**src/rtl/display_pkg.sv**
```systemverilog
// Shared types and constants for the 7-segment display arbiter.
package display_pkg;

  localparam int unsigned DIGITS_W = 32;
  localparam int unsigned NIBBLES  = 8;

  typedef enum logic [1:0] {
    IDLE = 2'd0,
    OWN  = 2'd1,
    GAP  = 2'd2
  } arb_state_t;

  localparam logic [DIGITS_W-1:0] DEFAULT_IDLE_DIGITS = 32'h0000_0000;

endpackage

```
**src/rtl/module_rr_picker.sv**
```systemverilog
// Combinational round-robin picker: first set request at or above ptr, wrapping.
module module_rr_picker #(
  parameter int unsigned N     = 4,
  parameter int unsigned IDX_W = $clog2(N)
) (
  input  logic [N-1:0]     req,
  input  logic [IDX_W-1:0] ptr,
  output logic             any_o,
  output logic [IDX_W-1:0] idx_o
);

  logic [IDX_W:0] k;

  // Scan from the far end down so the closest request to ptr is written last.
  always_comb begin
    any_o = |req;
    idx_o = '0;
    k     = '0;
    for (int i = int'(N) - 1; i >= 0; i--) begin
      k = {1'b0, ptr} + (IDX_W + 1)'(i);
      if (k >= (IDX_W + 1)'(N)) begin
        k = k - (IDX_W + 1)'(N);
      end
      if (req[k[IDX_W-1:0]]) begin
        idx_o = k[IDX_W-1:0];
      end
    end
  end

endmodule

```
**src/rtl/module_display_arbiter.sv**
```systemverilog
// Round-robin owner of the 8-digit display with minimum hold time and a blank gap
// between owners; all outputs are registered.
module module_display_arbiter
  import display_pkg::*;
#(
  parameter int unsigned          N_REQ       = 4,
  parameter int unsigned          HOLD_TICKS  = 10,
  parameter int unsigned          BITS_HOLD   = 4,
  parameter logic [DIGITS_W-1:0]  IDLE_DIGITS = DEFAULT_IDLE_DIGITS
) (
  input  logic                      clk_10Mhz_i,
  input  logic                      reset_i,
  input  logic                      tick_en_i,
  input  logic [N_REQ-1:0]          req_i,
  input  logic [N_REQ*DIGITS_W-1:0] digits_i,
  output logic [N_REQ-1:0]          gnt_o,
  output logic                      valid_o,
  output logic [DIGITS_W-1:0]       digits_o
);

  localparam int unsigned IDX_W = $clog2(N_REQ);

  arb_state_t           state_q, state_d;
  logic [IDX_W-1:0]     rr_ptr_q, rr_ptr_d;
  logic [IDX_W-1:0]     owner_q, owner_d;
  logic [BITS_HOLD-1:0] hold_cnt_q, hold_cnt_d;
  logic [N_REQ-1:0]     gnt_q, gnt_d;
  logic                 valid_q, valid_d;
  logic [DIGITS_W-1:0]  digits_q, digits_d;

  logic             pick_any;
  logic [IDX_W-1:0] pick_idx;
  logic             hold_full;
  logic             others_req;
  logic             release_own;
  logic [IDX_W-1:0] next_ptr;

  module_rr_picker #(
    .N     (N_REQ),
    .IDX_W (IDX_W)
  ) u_picker (
    .req   (req_i),
    .ptr   (rr_ptr_q),
    .any_o (pick_any),
    .idx_o (pick_idx)
  );

  assign hold_full   = (hold_cnt_q == BITS_HOLD'(HOLD_TICKS));
  // gnt_q is the owner's one-hot while in OWN, so this masks out the owner.
  assign others_req  = |(req_i & ~gnt_q);
  assign release_own = !req_i[owner_q] || (hold_full && others_req);
  assign next_ptr    = (owner_q == IDX_W'(N_REQ - 1)) ? '0 : owner_q + 1'b1;

  always_comb begin
    state_d    = state_q;
    rr_ptr_d   = rr_ptr_q;
    owner_d    = owner_q;
    hold_cnt_d = hold_cnt_q;
    gnt_d      = gnt_q;
    valid_d    = valid_q;
    digits_d   = digits_q;
    unique case (state_q)
      IDLE: begin
        if (pick_any) begin
          state_d         = OWN;
          owner_d         = pick_idx;
          gnt_d           = '0;
          gnt_d[pick_idx] = 1'b1;
          valid_d         = 1'b1;
          hold_cnt_d      = '0;
        end
      end
      OWN: begin
        // Release takes priority over a coincident tick.
        if (release_own) begin
          state_d  = GAP;
          gnt_d    = '0;
          valid_d  = 1'b0;
          digits_d = IDLE_DIGITS;
          rr_ptr_d = next_ptr;
        end else begin
          digits_d = digits_i[owner_q*DIGITS_W +: DIGITS_W];
          if (tick_en_i && !hold_full) begin
            hold_cnt_d = hold_cnt_q + 1'b1;
          end
        end
      end
      GAP: begin
        state_d = IDLE;
      end
      default: begin
        state_d  = IDLE;
        gnt_d    = '0;
        valid_d  = 1'b0;
        digits_d = IDLE_DIGITS;
      end
    endcase
  end

  always_ff @(posedge clk_10Mhz_i) begin
    if (reset_i) begin
      state_q    <= IDLE;
      rr_ptr_q   <= '0;
      owner_q    <= '0;
      hold_cnt_q <= '0;
      gnt_q      <= '0;
      valid_q    <= 1'b0;
      digits_q   <= IDLE_DIGITS;
    end else begin
      state_q    <= state_d;
      rr_ptr_q   <= rr_ptr_d;
      owner_q    <= owner_d;
      hold_cnt_q <= hold_cnt_d;
      gnt_q      <= gnt_d;
      valid_q    <= valid_d;
      digits_q   <= digits_d;
    end
  end

  assign gnt_o    = gnt_q;
  assign valid_o  = valid_q;
  assign digits_o = digits_q;

endmodule

```
**config.mk**
```make
export PLATFORM = sky130hd
export DESIGN_NAME = module_display_arbiter
export DESIGN_NICKNAME = d
export VERILOG_FILES = /design/src/rtl/display_pkg.sv /design/src/rtl/module_rr_picker.sv /design/src/rtl/module_display_arbiter.sv
export SDC_FILE = /design/constraint.sdc
export NUM_CORES = 1
export LEC_CHECK = 0
export ABC_CLOCK_PERIOD_IN_PS = 5300
export BUFFER_PORTS_ARGS = -buffer_cell sky130_fd_sc_hd__buf_2
export CAP_MARGIN = 40
export CORE_AREA = 2 2 75 85
export DETAILED_ROUTE_END_ITERATION = 16
export DIE_AREA = 0 0 77 87
export GPL_TIMING_DRIVEN = 0
export HOLD_SLACK_MARGIN = 0.08
export PLACE_DENSITY = 0.88
export SETUP_SLACK_MARGIN = 0.3
export SLEW_MARGIN = 0
export SYNTH_ARGS = -nofsm -noshare
export SYNTH_HDL_FRONTEND = slang
export SYNTH_SLANG_ARGS = --single-unit
```
**constraint.sdc**
```tcl
create_clock -name clk_10Mhz_i -period 5.3 [get_ports clk_10Mhz_i]
set_clock_uncertainty 0.15 [all_clocks]
set_input_delay 1.06 -clock clk_10Mhz_i [delete_from_list [all_inputs] [get_ports clk_10Mhz_i]]
set_output_delay 1.06 -clock clk_10Mhz_i [all_outputs]
set_load 0.1 [all_outputs]
```
==> results of run 1 <==
==> layer usage <==
layer / track usage, % / wire (um) / part of all wire, %
met5: 0 / 0 / 0
met3: 5.19 / 638 / 7.8
met1: 26.6 / 3050 / 37
met4: 9.90 / 171 / 2.1
met2: 44.0 / 4300 / 53
==> cell families after synthesis <==
kind of cell	after synthesis	share of synthesized area (%)
AND/OR/NAND/NOR	47	10.5
adder cells (fa/ha/maj)	3	1.44
flip-flops	47	36.0
XOR/XNOR	1	0.335
buffers and inverters	23	4.35
multiplexers	37	29.7
AO/OA/AOI/OAI	58	17.8
==> sequential cells by signal, summed over array words and instances, names as in the netlist <==
| name | count |
|---|---|
| owner_q | 2 |
| rr_ptr_q | 2 |
| hold_cnt_q | 4 |
| gnt_o | 4 |
| valid_o | 1 |
| state_q | 2 |
| digits_o | 32 |
==> power breakdown <==
group          switching [W]  internal, W
registers          0.0000151     0.000378
logic               0.000254     0.000137
clock network       0.000120     0.000141
total               0.000389     0.000656
==> cell usage in the layout (no fill, tap or decap), drive strengths merged, types with 7 or more instances in the layout <==
master and instances:
a21oi 7, a22o 32, buf 176, clkbuf 17, dfxtp 47, mux4 32
nand2 8
==> through the flow <==
step,total power (W),hold slack (ps),std cells,cell area [um2],setup slack (ps)
5_1_grt,0.00109,350,475,3680,2590
3_5_place_dp,0.000790,308,467,3570,2360
6_report,0.00104,325,475,3680,2650
4_1_cts,0.00105,327,475,3680,2670
3_3_place_gp,0.000781,306,467,3570,2380
2_1_floorplan,0.000687,292,216,2620,2690
==> final cells by class <==
cell class / count / area (um2)
tap: 80 / 100
clock inverter: 3 / 43.8
multi-input combinational: 146 / 1560
sequential: 47 / 941
buffer: 17 / 91.3
inverter: 6 / 22.5
timing repair buffer: 171 / 856
fill: 505 / 2250
clock buffer: 5 / 68.8
==> worst paths after layout <==
kind / slack, ps / cells after the start / startpoint / endpoint
min reg2reg: 330 / 2 / digits_o[31]$_SDFFE_PP0N_ / digits_o[31]$_SDFFE_PP0N_
min: 330 / 2 / digits_o[31]$_SDFFE_PP0N_ / digits_o[31]$_SDFFE_PP0N_
max reg2reg: 3020 / 4 / owner_q[0]$_SDFFE_PP0P_ / digits_o[7]$_SDFFE_PP0N_
max: 2650 / 6 / req_i[0] / hold_cnt_q[3]$_SDFFE_PP0P_
==> synth_stat cells (2+ instances only) <==
library cell	count
a21oi_1	7
o21ai_0	4
inv_1	6
o22ai_1	2
a22o_1	32
mux2_2	3
nand3_1	6
o21a_1	2
dfxtp_1	47
nand2b_1	4
clkbuf_1	12
nor2_1	6
buf_6	3
nand2_1	8
nor2b_1	5
nand3b_1	2
mux4_2	32
o32ai_1	3
nor3_1	5
ha_1	3
or3_1	2
==> critical path: cells and delay by family <==
kind	cells	cell delay, ps
AOI/OAI and AO/OA	2	810
buffers and inverters	1	140
and+or+nand+nor	2	330
muxes	1	330
==> flow_metrics.tcl, run 1 <==
set metrics [dict create \
    hold_violations 0 \
    core_mm2 0.00593 \
    syn_avg_cell_area_um2 12.1 \
    grt_usage_pct 23.8 \
    finalSetupViolations 0 \
    path_max_fanout 7 \
    vias_per_cell 5.61 \
    grt_max_degree 16 \
    n_antenna_cell 0 \
    yosys.area.top_type "dfxtp_1" \
    tightest_slew_ps 844 \
    root_buffer "clkbuf_8" \
    fin_tns_setup_ps 0 \
    fp.dieH_um 87 \
    irDropWorstVdd_uv 132 \
    endpoint_kind "register" \
    p_leak_nw 1.71 \
    htreeDepth 2 \
    fmax_mhz 378 \
    synth-edff-count 0 \
    hpwl_um 6520 \
    drc 0 \
    cts_hold_buf 0 \
    period_needed_ps 2650 \
    antenna_left 0 \
    slew_headroom_pct 43.7 \
    slowest_delay_ps 580 \
    num_vias 2665 \
    crit_arrival_ps 2680 \
    final_util_pct 62.1 \
    rows 30 \
    yosysTopAreaCellShare_pct 36.0 \
    yosys_warnings 0 \
    power.density_mw_per_mm2 284 \
    cp-start-kind "primary input" \
    clkTransAtPathRegs_ps 90 \
    cts_buffer_depth 2 \
    antenna_found_initial 0 \
    synthDistinctLibCells 43 \
    syn_area_mm2 0.00262 \
    ys.flop_type "dfxtp_1" \
    final_max_slew_viol_count 0 \
    synthCells 216 \
    maxCapViolCount 0 \
    wl_per_cell_um 17.2 \
    ctsResizeCount 0 \
    clkSinkCount 47 \
    ys_seq_area_share_pct 36.0 \
    synthTopCellsByArea "dfxtp_1, mux4_2, a22o_1" \
    area_delta_synth_final_pct 40.9 \
    insertion_delay_ps 290 \
    grt-ovfl-total 0 \
    outcome "finished, final reports clean" \
    rsz0062_at_grt "no" \
    crit_required_ps 5330 \
    dieWidth_um 77 \
    crit_chain "buf_2 > nor2b_1 > o41ai_1 > o211ai_1 > nor2_1 > mux2_1" \
    grt_pass1_vias 2648 \
    dr.pass1.iters 4 \
    drtIter0Drc 78 \
    async_flop_share_pct 0 \
    synth_nets 354 \
    layout_worst_path_cycle_share_pct 50.0 \
    ys_ff_latch 47 \
    cts_made_buffers 5 \
    die_area_mm2 0.00670 \
    critPathKind "in -> reg" \
    drive_gt1_share_pct 56.2 \
    nets 532 \
    routed_wl_um 8160 \
    cpMaxStageDelayCell "o41ai_1" \
    ioPinCount 172 \
    worstHoldPathType "reg -> reg" \
    post_cts_buffers 0 \
    numPortBuffers 171 \
    gp_congestion 0.900 \
    grt_pass1_wl_um 12600 \
    tritoncts "built" \
    start_util_pct 44.1 \
]
No activity file was read; power rests on OpenSTA's default activity.
==> run 2, diff against run 1 <==
- ABC_CLOCK_PERIOD_IN_PS: 5300 -> 2740
- CORE_AREA: 2 2 75 85 -> 2 2 79 88
- DIE_AREA: 0 0 77 87 -> 0 0 81 90
- PLACE_DENSITY: 0.88 -> 0.81
- clock period: 5.3 -> 2.74 ns (I/O delays scaled with it)
==> run 2 against run 1 <==
  * Via count down 1.7%
  * Hold slack better by 3.0 ps
  * Highest routed layer unchanged
  * Sequential power up 94%
  * Die area up 8.8%
  * Clock-buffer cell count unchanged
  * Global-route usage down 2.5 points
  * Clock power up 58%
  * Largest cell class unchanged
==> flow_metrics.tcl, run 2 (synthesis gave the netlist of run 1 again) <==
set metrics [dict create \
    layout_commonest_cell "buf_2" \
    post_cts_buffers 0 \
    antenna_left 0 \
    rsz0062_at_grt "no" \
    cpMaxStageDelayCell "clkbuf_1" \
    final_max_slew_viol_count 0 \
    crit_required_ps 2780 \
    wl_per_cell_um 16.6 \
    start_util_pct 40.6 \
    power.density_mw_per_mm2 524 \
    largest_reg_flops 32 \
    crit_family "buffers and inverters" \
    endpoint_kind "register" \
    num_vias 2620 \
    power.total_w 0.00192 \
    tightest_slew_ps 821 \
    gp_congestion 0.805 \
    ioPinCount 172 \
    path_max_fanout 10 \
    core_mm2 0.00644 \
    layout_worst_path_cycle_share_pct 82.7 \
    cts_hold_buf 0 \
    drive_gt1_share_pct 57.0 \
    grt-ovfl-total 0 \
    outcome "finished, final reports clean" \
    grt_pass1_vias 2538 \
    die_area_mm2 0.00729 \
    hold_violations 0 \
    routed_wl_um 7930 \
    antenna_found_initial 0 \
    drtIter0Drc 79 \
    irDropWorstVdd_uv 372 \
    clkTransAtPathRegs_ps 90 \
    fillers 575 \
    dieWidth_um 81 \
    crit_chain "buf_4 > clkbuf_1 > mux4_2 > a22o_1" \
    fin_cells 477 \
    insertion_delay_ps 290 \
    worstHoldPathType "reg -> reg" \
    grt_max_degree 16 \
    vias_per_cell 5.49 \
    critPathKind "reg -> reg" \
    area_delta_synth_final_pct 40.4 \
    ctsResizeCount 0 \
    grt_usage_pct 21.3 \
    dr.pass1.iters 4 \
    cts_made_buffers 5 \
    path_buf_inv 2 \
    htreeDepth 2 \
    layout_common_cells "buf_2, dfxtp_1, a22o_1, mux4_2, clkbuf_1" \
    fin_area_mm2 0.00367 \
    fin_tns_setup_ps 0 \
    placed_cell_area_mm2 0.00358 \
    numPortBuffers 171 \
    drc 0 \
    hpwl_um 6440 \
    root_buffer "clkbuf_8" \
    grt_pass1_wl_um 12000 \
    crit_arrival_ps 2310 \
    p_leak_nw 1.69 \
    slowest_delay_ps 650 \
    clkSinkCount 47 \
    cp-start-kind "register" \
    dp_cells 469 \
    cts_buffer_depth 2 \
    nets 532 \
    tritoncts "built" \
    maxCapViolCount 0 \
    period_needed_ps 2270 \
    fp.dieH_um 90 \
    finalSetupViolations 0 \
    rows 31 \
    fmax_mhz 441 \
    n_antenna_cell 0 \
    slew_headroom_pct 45.2 \
]
-- run 2: cell types whose count changed in the layout (fill, tap and decap cells not counted) --
cell             delta
clkbuf_1            -1
clkinvlp_4          +2
dfxtp_1             -3
dfxtp_2             +3
clkinv_4            -1
bufinv_16           -1
clkdlybuf4s15_1     +1
-- run 2: where the power goes --
group | leakage (nW) | total, W | switching [W] | internal [W]
Sequential | 0.384 | 0.000761 | 0.0000291 | 0.000732
Clock | 0.0402 | 0.000410 | 0.000232 | 0.000178
Combinational | 1.27 | 0.000752 | 0.000486 | 0.000266
-- run 2: stage by stage --
stage,hold WS [ps],setup slack (ps),util (%)
floorplan,292,330,-
global placement,304,350,55.6
detailed placement,311,318,55.6
CTS,331,428,56.9
global route,343,309,57.0
finish,328,474,57.0
-- run 2: cell type report --
type | count | area, um2 | share of cell area (%)
timing repair buffer | 171 | 856 | 23.3
clock inverter | 3 | 20.0 | 0.545
tap | 82 | 103 | 2.79
inverter | 6 | 22.5 | 0.613
sequential | 47 | 945 | 25.7
buffer | 17 | 97.6 | 2.66
clock buffer | 5 | 68.8 | 1.87
multi-input combinational | 146 | 1560 | 42.5
-- run 2: final timing paths --
check	startpoint	end	slack (ps)	cells past startpoint
worst min register to register	digits_o[4]$_SDFFE_PP0N_	digits_o[4]$_SDFFE_PP0N_	330	1
worst max register to register	owner_q[0]$_SDFFE_PP0P_	digits_o[9]$_SDFFE_PP0N_	470	4
worst min-delay path	digits_o[4]$_SDFFE_PP0N_	digits_o[4]$_SDFFE_PP0N_	330	1
worst max-delay path	owner_q[0]$_SDFFE_PP0P_	digits_o[9]$_SDFFE_PP0N_	470	4
-- run 2: layer usage --
layer	routed length [um]	GRT usage [%]	vias to the layer above
met5	0	0	-
met4	65	4.94	0
met3	695	4.92	6
met2	4100	37.7	124
met1	3070	25.6	1265
li1	-	-	1225
